<file path="config.mk">
export PLATFORM = sky130hd
export DESIGN_NAME = regfile_banked
export DESIGN_NICKNAME = d
export VERILOG_FILES = /design/src/rtl/regfile_banked.sv
export SDC_FILE = /design/constraint.sdc
export NUM_CORES = 2
export LEC_CHECK = 0
export CAP_MARGIN = 20
export CORE_ASPECT_RATIO = 2
export CORE_MARGIN = 4
export CORE_UTILIZATION = 40
export DETAILED_ROUTE_END_ITERATION = 7
export GPL_ROUTABILITY_DRIVEN = 1
export PLACE_DENSITY = 0.67
export SETUP_SLACK_MARGIN = 0.05
export SLEW_MARGIN = 0
export SYNTH_ARGS = -nofsm -noshare
export SYNTH_HDL_FRONTEND = slang
export SYNTH_SLANG_ARGS = --single-unit
</file>
<file path="constraint.sdc">
create_clock -name CLK -period 4 [get_ports CLK]
set_clock_uncertainty 0.15 [all_clocks]
set_input_delay 0.8 -clock CLK [delete_from_list [all_inputs] [get_ports CLK]]
set_output_delay 0.8 -clock CLK [all_outputs]
set_load 0.01 [all_outputs]
</file>
<file path="src/rtl/regfile_banked.sv">
// regfile_banked: parametrised multi-port register file with byte lanes,
// optional hardwired r0, write-to-read bypass and a sequential clear engine.
module regfile_banked #(
  parameter int DATA_W  = 32,
  parameter int ADDR_W  = 5,
  parameter int NRD     = 2,
  parameter bit ZERO_R0 = 1'b1,
  parameter bit BYPASS  = 1'b1
) (
  input  logic                    CLK,
  input  logic                    RST,
  input  logic                    clr_req,
  input  logic                    wr_en,
  input  logic [ADDR_W-1:0]       wr_addr,
  input  logic [DATA_W/8-1:0]     wr_be,
  input  logic [DATA_W-1:0]       wr_data,
  input  logic [NRD*ADDR_W-1:0]   rd_addr,
  output logic [NRD*DATA_W-1:0]   rd_data,
  output logic                    busy,
  output logic                    clr_done
);

  localparam int NB    = DATA_W / 8;
  localparam int DEPTH = 1 << ADDR_W;

  if (DATA_W % 8 != 0) begin : g_bad_width
    $error("regfile_banked: DATA_W must be a multiple of 8");
  end

  typedef enum logic {
    IDLE,
    CLEAR
  } state_t;

  state_t              state;
  state_t              state_nxt;
  logic [ADDR_W-1:0]   clr_ptr;
  logic [ADDR_W-1:0]   clr_ptr_nxt;
  logic                done_q;
  logic                done_nxt;
  logic                clr_last;
  logic                clr_we;
  logic                wr_go;
  logic [DATA_W-1:0]   wr_mask;
  logic [DATA_W-1:0]   wr_merged;
  logic [DATA_W-1:0]   mem [DEPTH];

  assign clr_last = (clr_ptr == ADDR_W'(DEPTH - 1));

  // state register; reset always (re)starts a clear from entry 0
  always_ff @(posedge CLK) begin
    if (RST) begin
      state   <= CLEAR;
      clr_ptr <= '0;
      done_q  <= 1'b0;
    end else begin
      state   <= state_nxt;
      clr_ptr <= clr_ptr_nxt;
      done_q  <= done_nxt;
    end
  end

  // next-state: clr_req only honoured in IDLE, clear walks all entries
  always_comb begin
    state_nxt   = state;
    clr_ptr_nxt = clr_ptr;
    done_nxt    = 1'b0;
    unique case (state)
      IDLE: begin
        if (clr_req) begin
          state_nxt   = CLEAR;
          clr_ptr_nxt = '0;
        end
      end
      CLEAR: begin
        clr_ptr_nxt = clr_ptr + 1'b1;
        if (clr_last) begin
          state_nxt = IDLE;
          done_nxt  = 1'b1;
        end
      end
    endcase
  end

  // outputs and array write strobes derived from the current state
  always_comb begin
    busy     = (state == CLEAR);
    clr_done = done_q;
    clr_we   = (state == CLEAR);
    wr_go    = (state == IDLE) && !clr_req && wr_en
            && (wr_be != '0)
            && !(ZERO_R0 && (wr_addr == '0));
  end

  // expand byte enables into a bit mask
  always_comb begin
    wr_mask = '0;
    for (int i = 0; i < NB; i++) begin
      wr_mask[8*i +: 8] = {8{wr_be[i]}};
    end
  end

  // new word for the write address: enabled lanes from wr_data
  always_comb begin
    wr_merged = (mem[wr_addr] & ~wr_mask) | (wr_data & wr_mask);
  end

  // array update; nothing is written while RST is high
  always_ff @(posedge CLK) begin
    if (!RST) begin
      if (clr_we) begin
        mem[clr_ptr] <= '0;
      end else if (wr_go) begin
        mem[wr_addr] <= wr_merged;
      end
    end
  end

  for (genvar k = 0; k < NRD; k++) begin : g_rd
    logic [ADDR_W-1:0] ra;
    logic [DATA_W-1:0] q;

    assign ra = rd_addr[k*ADDR_W +: ADDR_W];

    // forcing order: busy, hardwired zero, bypass, array
    always_comb begin
      q = mem[ra];
      if (busy) begin
        q = '0;
      end else if (ZERO_R0 && (ra == '0)) begin
        q = '0;
      end else if (BYPASS && wr_en && (ra == wr_addr)) begin
        q = wr_merged;
      end
    end

    assign rd_data[k*DATA_W +: DATA_W] = q;
  end

endmodule

</file>
======== After elaboration in Yosys (flattened, before gate mapping) ========
Memories as Yosys holds them, arrays and structs flattened.
Index checks and enable logic that the tools add are counted.
word-level totals
  flip-flop bits (word level) ............. 7
  RAM bits ................................ 1,024
  bits of input ports ..................... 55
  output and inout port bits .............. 66
  logic and storage cells ................. 50
  memories kept ........................... 1
memories
  name  depth  width  rd ports  clocked after Yosys merged registers in  write ports  RTL line  text
  mem   32     32     3         0                                        1            46        logic [DATA_W-1:0] mem [DEPTH];
cells by class
  $add $sub $neg .......................... 1
  eq/ne operators ......................... 4
  mux-type cells .......................... 22
  bitwise logic cells ..................... 5
  reductions and logical operators ........ 14
operators by type and width
  kind                                                           number
  32-bit 2-to-1 mux                                              7
  32-bit AND                                                     2
  32-bit inverter                                                1
  32-bit bitwise OR                                              1
  32-bit OR reduction                                            1
  5-bit zero test                                                3
  1-bit 2-to-1 mux                                               11
  5-bit equality test                                            2
  5-bit 2-to-1 mux                                               2
  5-bit case mux with 2 select lines                             1
  1-bit logical AND                                              6
  5-bit by 1-bit adder with 5-bit output, second input constant  1
  5-bit equality test, second input constant                     1
  4-bit nonzero test                                             1
  1-bit zero test                                                2
  2-bit inequality test, second input constant                   1
  1-bit case mux with 2 select lines                             1
  2-bit OR reduction                                             1
  1-bit inverter                                                 1

======== Logic depth before layout (Yosys ltp) ========
  word-level depth ........................ 11
  mapped depth ............................ 10
  depth with buffers taken out ............ 5

======== Worst setup path before layout ========
OpenSTA, ideal clock, no wires.
  path kind ............................... input to register
  start point ............................. input port wr_addr[1]
  end point ............................... memory mem[18][0], enable pin
  library setup time ...................... 0.421 ns
  arrival ................................. 3.584 ns
  required time ........................... 3.429 ns
  path slack .............................. -0.155 ns
  stages on the path ...................... 7
  buffers on the path ..................... 2
  cells stage by stage .................... buf_2 -> or4_1 -> o211ai_2 -> buf_4 -> mux2i_1 -> nand2_1 -> nor2_1
between the ends
  longest elaborated chain between the ends .. 9
  elaborated cells between the ends (all ways) .. 10
  classes of those cells .................. mux: 6; reduce/logical: 4
RTL lines
  what                                                                   RTL line  text
  start, declared                                                        14        input logic [ADDR_W-1:0] wr_addr,
  5-bit zero test                                                        92        && !(ZERO_R0 && (wr_addr == '0));
  1-bit zero test                                                        92
  1-bit logical AND                                                      92
  1-bit 2-to-1 mux                                                       113       end else if (wr_go) begin
  1-bit 2-to-1 mux                                                       111       if (clr_we) begin
  1-bit 2-to-1 mux                                                       110       if (!RST) begin
  1-bit 2-to-1 mux (not written as such)                                 114       mem[wr_addr] <= wr_merged;
  32-bit OR reduction (no line)                                          --
  5-bit 2-to-1 mux (no line) / 1-bit 2-to-1 mux (equally long branches)  --
  end, declared                                                          46
Several ways; a longest one is shown, not always the timed one.

======== Final worst setup path ========
  start point ............................. input port wr_addr[3]
  end point ............................... output port rd_data[49]
between the ends
  longest elaborated chain between the ends .. 6
  elaborated cells between the ends (all ways) .. 8
  classes of those cells .................. eq/ne: 1; mux: 3; bitwise: 2; reduce/logical: 1; memory: 1
RTL lines
  what                 RTL line  text
  memory 32 x 32 bit   --
  32-bit AND           105       wr_merged = (mem[wr_addr] & ~wr_mask) | (wr_data & wr_mask);
  32-bit bitwise OR    105
  32-bit 2-to-1 mux *  132       end else if (BYPASS && wr_en && (ra == wr_addr)) begin
  32-bit 2-to-1 mux *  130       end else if (ZERO_R0 && (ra == '0)) begin
  32-bit 2-to-1 mux *  128       if (busy) begin
  end, declared        18        output logic [NRD*DATA_W-1:0] rd_data,
Every way passes the cells marked *; elsewhere a longest branch is shown, timed or not.

==> metrics.yaml <==
p_clk_share_pct: 37.6
powerDensity_nw_per_um2: 323
p_seq_share_pct: 48.8
crit_family: "buffers and inverters"
clkTransAtPathRegs_ns: 0.07
avgSynthCellArea_um2: 16.7
crit_type: "input port to primary output"
critical-path-max-stage-delay_ns: 0.43
drv_cap: 0
synthFlopType: "edfxtp_1"
hpwl_um: 166000
synth_cells: 3424
synth_edf_count: 1024
syn_area_um2: 57300
start_util_pct: 40.2
finalNetCount: 4314
status: "complete, no violations"
tritoncts: "yes"
cellLeakagePower_nw: 28.0
routabilityCongestion: 1.01
worst_slew_pin_slew_ns: 0.548
vias: 43448
drive_above_1_share_pct: 48.8
finalCritPeriodShare_pct: 99.3
rsz0062_at_grt: "true"
coreArea_um2: 142000
via_per_inst: 6.99
cp_cell_sequence: "clkdlybuf4s15_1 > buf_12 > and3b_4 > buf_12 > buf_16 > a21oi_1 > o211ai_1 > o211ai_1 > buf_4 > o22ai_2 > clkdlybuf4s15_2"
slowest_stage: "and3b_4"
switchingPower_mw: 6.02
reg2reg_from: "busy"
place_worst_setup_slack_ns: -0.639
min_period_ns: 3.97
setup_viol: 0
cts.htree.levels: 3
p_int_mw: 18.2
ir_worst_vdd_uv: 299
cts_buffer_depth: 3
cts.sinks: 1031
start_kind: "input port"
grt-ovfl-total: 0
crit_fanout: 11
slew_violations: 0
synth.net_count: 3481
synth-seq-cells: 1031
die_w_um: 276
critical_path_buf_inv_count: 6
required_ns: 3.05
critical_path_arrival_ns: 3.02
numPortBuffers: 120
rows: 196
hold_violations: 0
wl_um: 247000
track_usage_pct: 32.5
drtPass1Iterations: 8
grt_start_max_net_pins: 41
grt_pass1_wl_um: 340000
io_pins: 121
worstSetupEndpointType: "primary output"
hp-class: "register to register"
cts_root_buffer: "clkbuf_16"
grt_antenna_before_repair: 7
pwr-share-comb_pct: 13.7
routedWlPerCell_um: 39.8
final_common_cell: "edfxtp_1"
slew_headroom_pct: 63.3
synth_warnings: 0
die_y_um: 543
async_flop_share_pct: 0
synthToLayoutAreaGrowth_pct: 30.5
hold_start: "clr_ptr[2]"
grt_pass1_vias: 44973
drt.antenna.violating_nets: 0
cts_buffers: 87
synth_cell_types: 70
max_freq_mhz: 252
switching_share_pct: 24.9
seq_area_frac_synth_pct: 53.9
setup_ws_ns: 0.0267
mostFrequentLayoutCells: "edfxtp_1, buf_4, mux4_2"
clock_latency_ns: 0.71
startpoint: "wr_addr[3]"
fin_setup_tns_ns: 0
drc_errors: 0
drtIter0Drc: 6566
die_area_um2: 150000
==> worst paths after layout <==
path	slack, ns	end	cells past startpoint
setup / recovery	0.03	rd_data[49]	11
setup reg to reg	0.83	mem[6][11]	10
hold reg to reg	0.46	clr_ptr[2]	2
hold / removal	0.46	clr_ptr[2]	2
==> state kept, by name, summed over array words and instances, names as in the netlist <==
| name | cells |
|---|---|
| busy | 1 |
| clr_ptr | 5 |
| mem | 1024 |
| clr_done | 1 |
==> synth_stat cells, types with 10 or more instances <==
cell / instances / share of area (%)
buf_1: 19 / 0.12
nand3_1: 27 / 0.24
o221ai_1: 69 / 1.1
o21ai_0: 13 / 0.11
a221oi_1: 46 / 0.70
clkbuf_1: 126 / 0.83
buf_4: 32 / 0.42
o211ai_1: 59 / 0.77
mux2_1: 55 / 1.1
a221o_1: 46 / 0.80
a22oi_1: 25 / 0.33
a211o_1: 17 / 0.26
nor2_1: 140 / 0.92
a21oi_1: 45 / 0.39
mux2_2: 201 / 4.0
mux2i_1: 359 / 6.3
nand2_1: 111 / 0.73
edfxtp_1: 1024 / 54
a222oi_1: 32 / 0.56
mux4_2: 542 / 21
o22ai_1: 125 / 1.4
buf_2: 115 / 1.0
buf_6: 34 / 0.67
a2111oi_0: 46 / 0.70
nor2b_1: 10 / 0.11
==> what timing repair did <==
item / 4_1_cts / 5_1_grt
endpoints found under the setup margin: 64 / 62
resized for setup: 435 / 156
gates cloned: 22 / 5
pin swaps: 70 / 64
hold buffers: 0 / 0
buffers inserted: 117 / 54
==> power groups by stage <==
stage | registers (mW) | logic (mW) | clock network (mW)
after global placement | 12.0 | 2.74 | 0
after CTS | 11.8 | 3.08 | 9.07
after global routing | 11.8 | 3.34 | 9.49
final | 11.8 | 3.30 | 9.08
after floorplan | 12.0 | 1.38 | 0
after detailed placement | 12.0 | 2.76 | 0
==> worst reg2reg max path: stages (launching register included) <==
cell,delay [ns]
dfxtp_1,0.37
buf_4,0.22
nor4b_2,0.39
buf_4,0.22
and2_1,0.19
a22o_1,0.17
buf_4,0.13
nand2b_1,0.10
buf_4,0.17
nor2_4,0.33
buf_4,0.39
==> layer usage <==
| metal | track usage [%] | share of wire, % |
|---|---|---|
| met1 | 34.2 | 29 |
| met2 | 52.2 | 47 |
| met3 | 8.63 | 12 |
| met4 | 31.0 | 13 |
| met5 | 0 | 0.021 |
==> metrics by stage <==
step	hold slack, ns	std cells	utilization [%]	instance area, um^2	power (mW)
2_1_floorplan	0.353	3424	-	57300	13.4
3_3_place_gp	0.439	5853	47.6	67800	14.8
3_5_place_dp	0.451	5853	47.6	67800	14.8
4_1_cts	0.460	6150	51.7	73600	23.9
5_1_grt	0.508	6208	52.4	74700	24.6
6_report	0.459	6212	52.4	74700	24.2
==> kinds of logic (layout without fill, tap and decap cells) <==
group | after synthesis | in the layout | share of synthesized area, %
muxes | 1157 | 1157 | 32.6
DFF | 1031 | 1031 | 53.9
buffers and inverters | 333 | 1235 | 3.09
AOI/OAI and AO/OA | 555 | 555 | 7.51
xor gates and xnor gates | 10 | 10 | 0.153
and+or+nand+nor | 336 | 336 | 2.62
adders and majority gates | 2 | 2 | 0.0437
other | 0 | 5 | 0
==> layout make-up <==
class                           count  area, um^2
Fill cell                       11167       67800
Sequential cell                  1031       30900
Multi-Input combinational cell   2060       26100
Timing Repair Buffer             1070       12400
Tap cell                         1881        2350
Clock buffer                      101        2270
Clock inverter                     57         649
Inverter                            7        26.3
Antenna cell                        5        12.5
(Power assumes the default switching activity.)
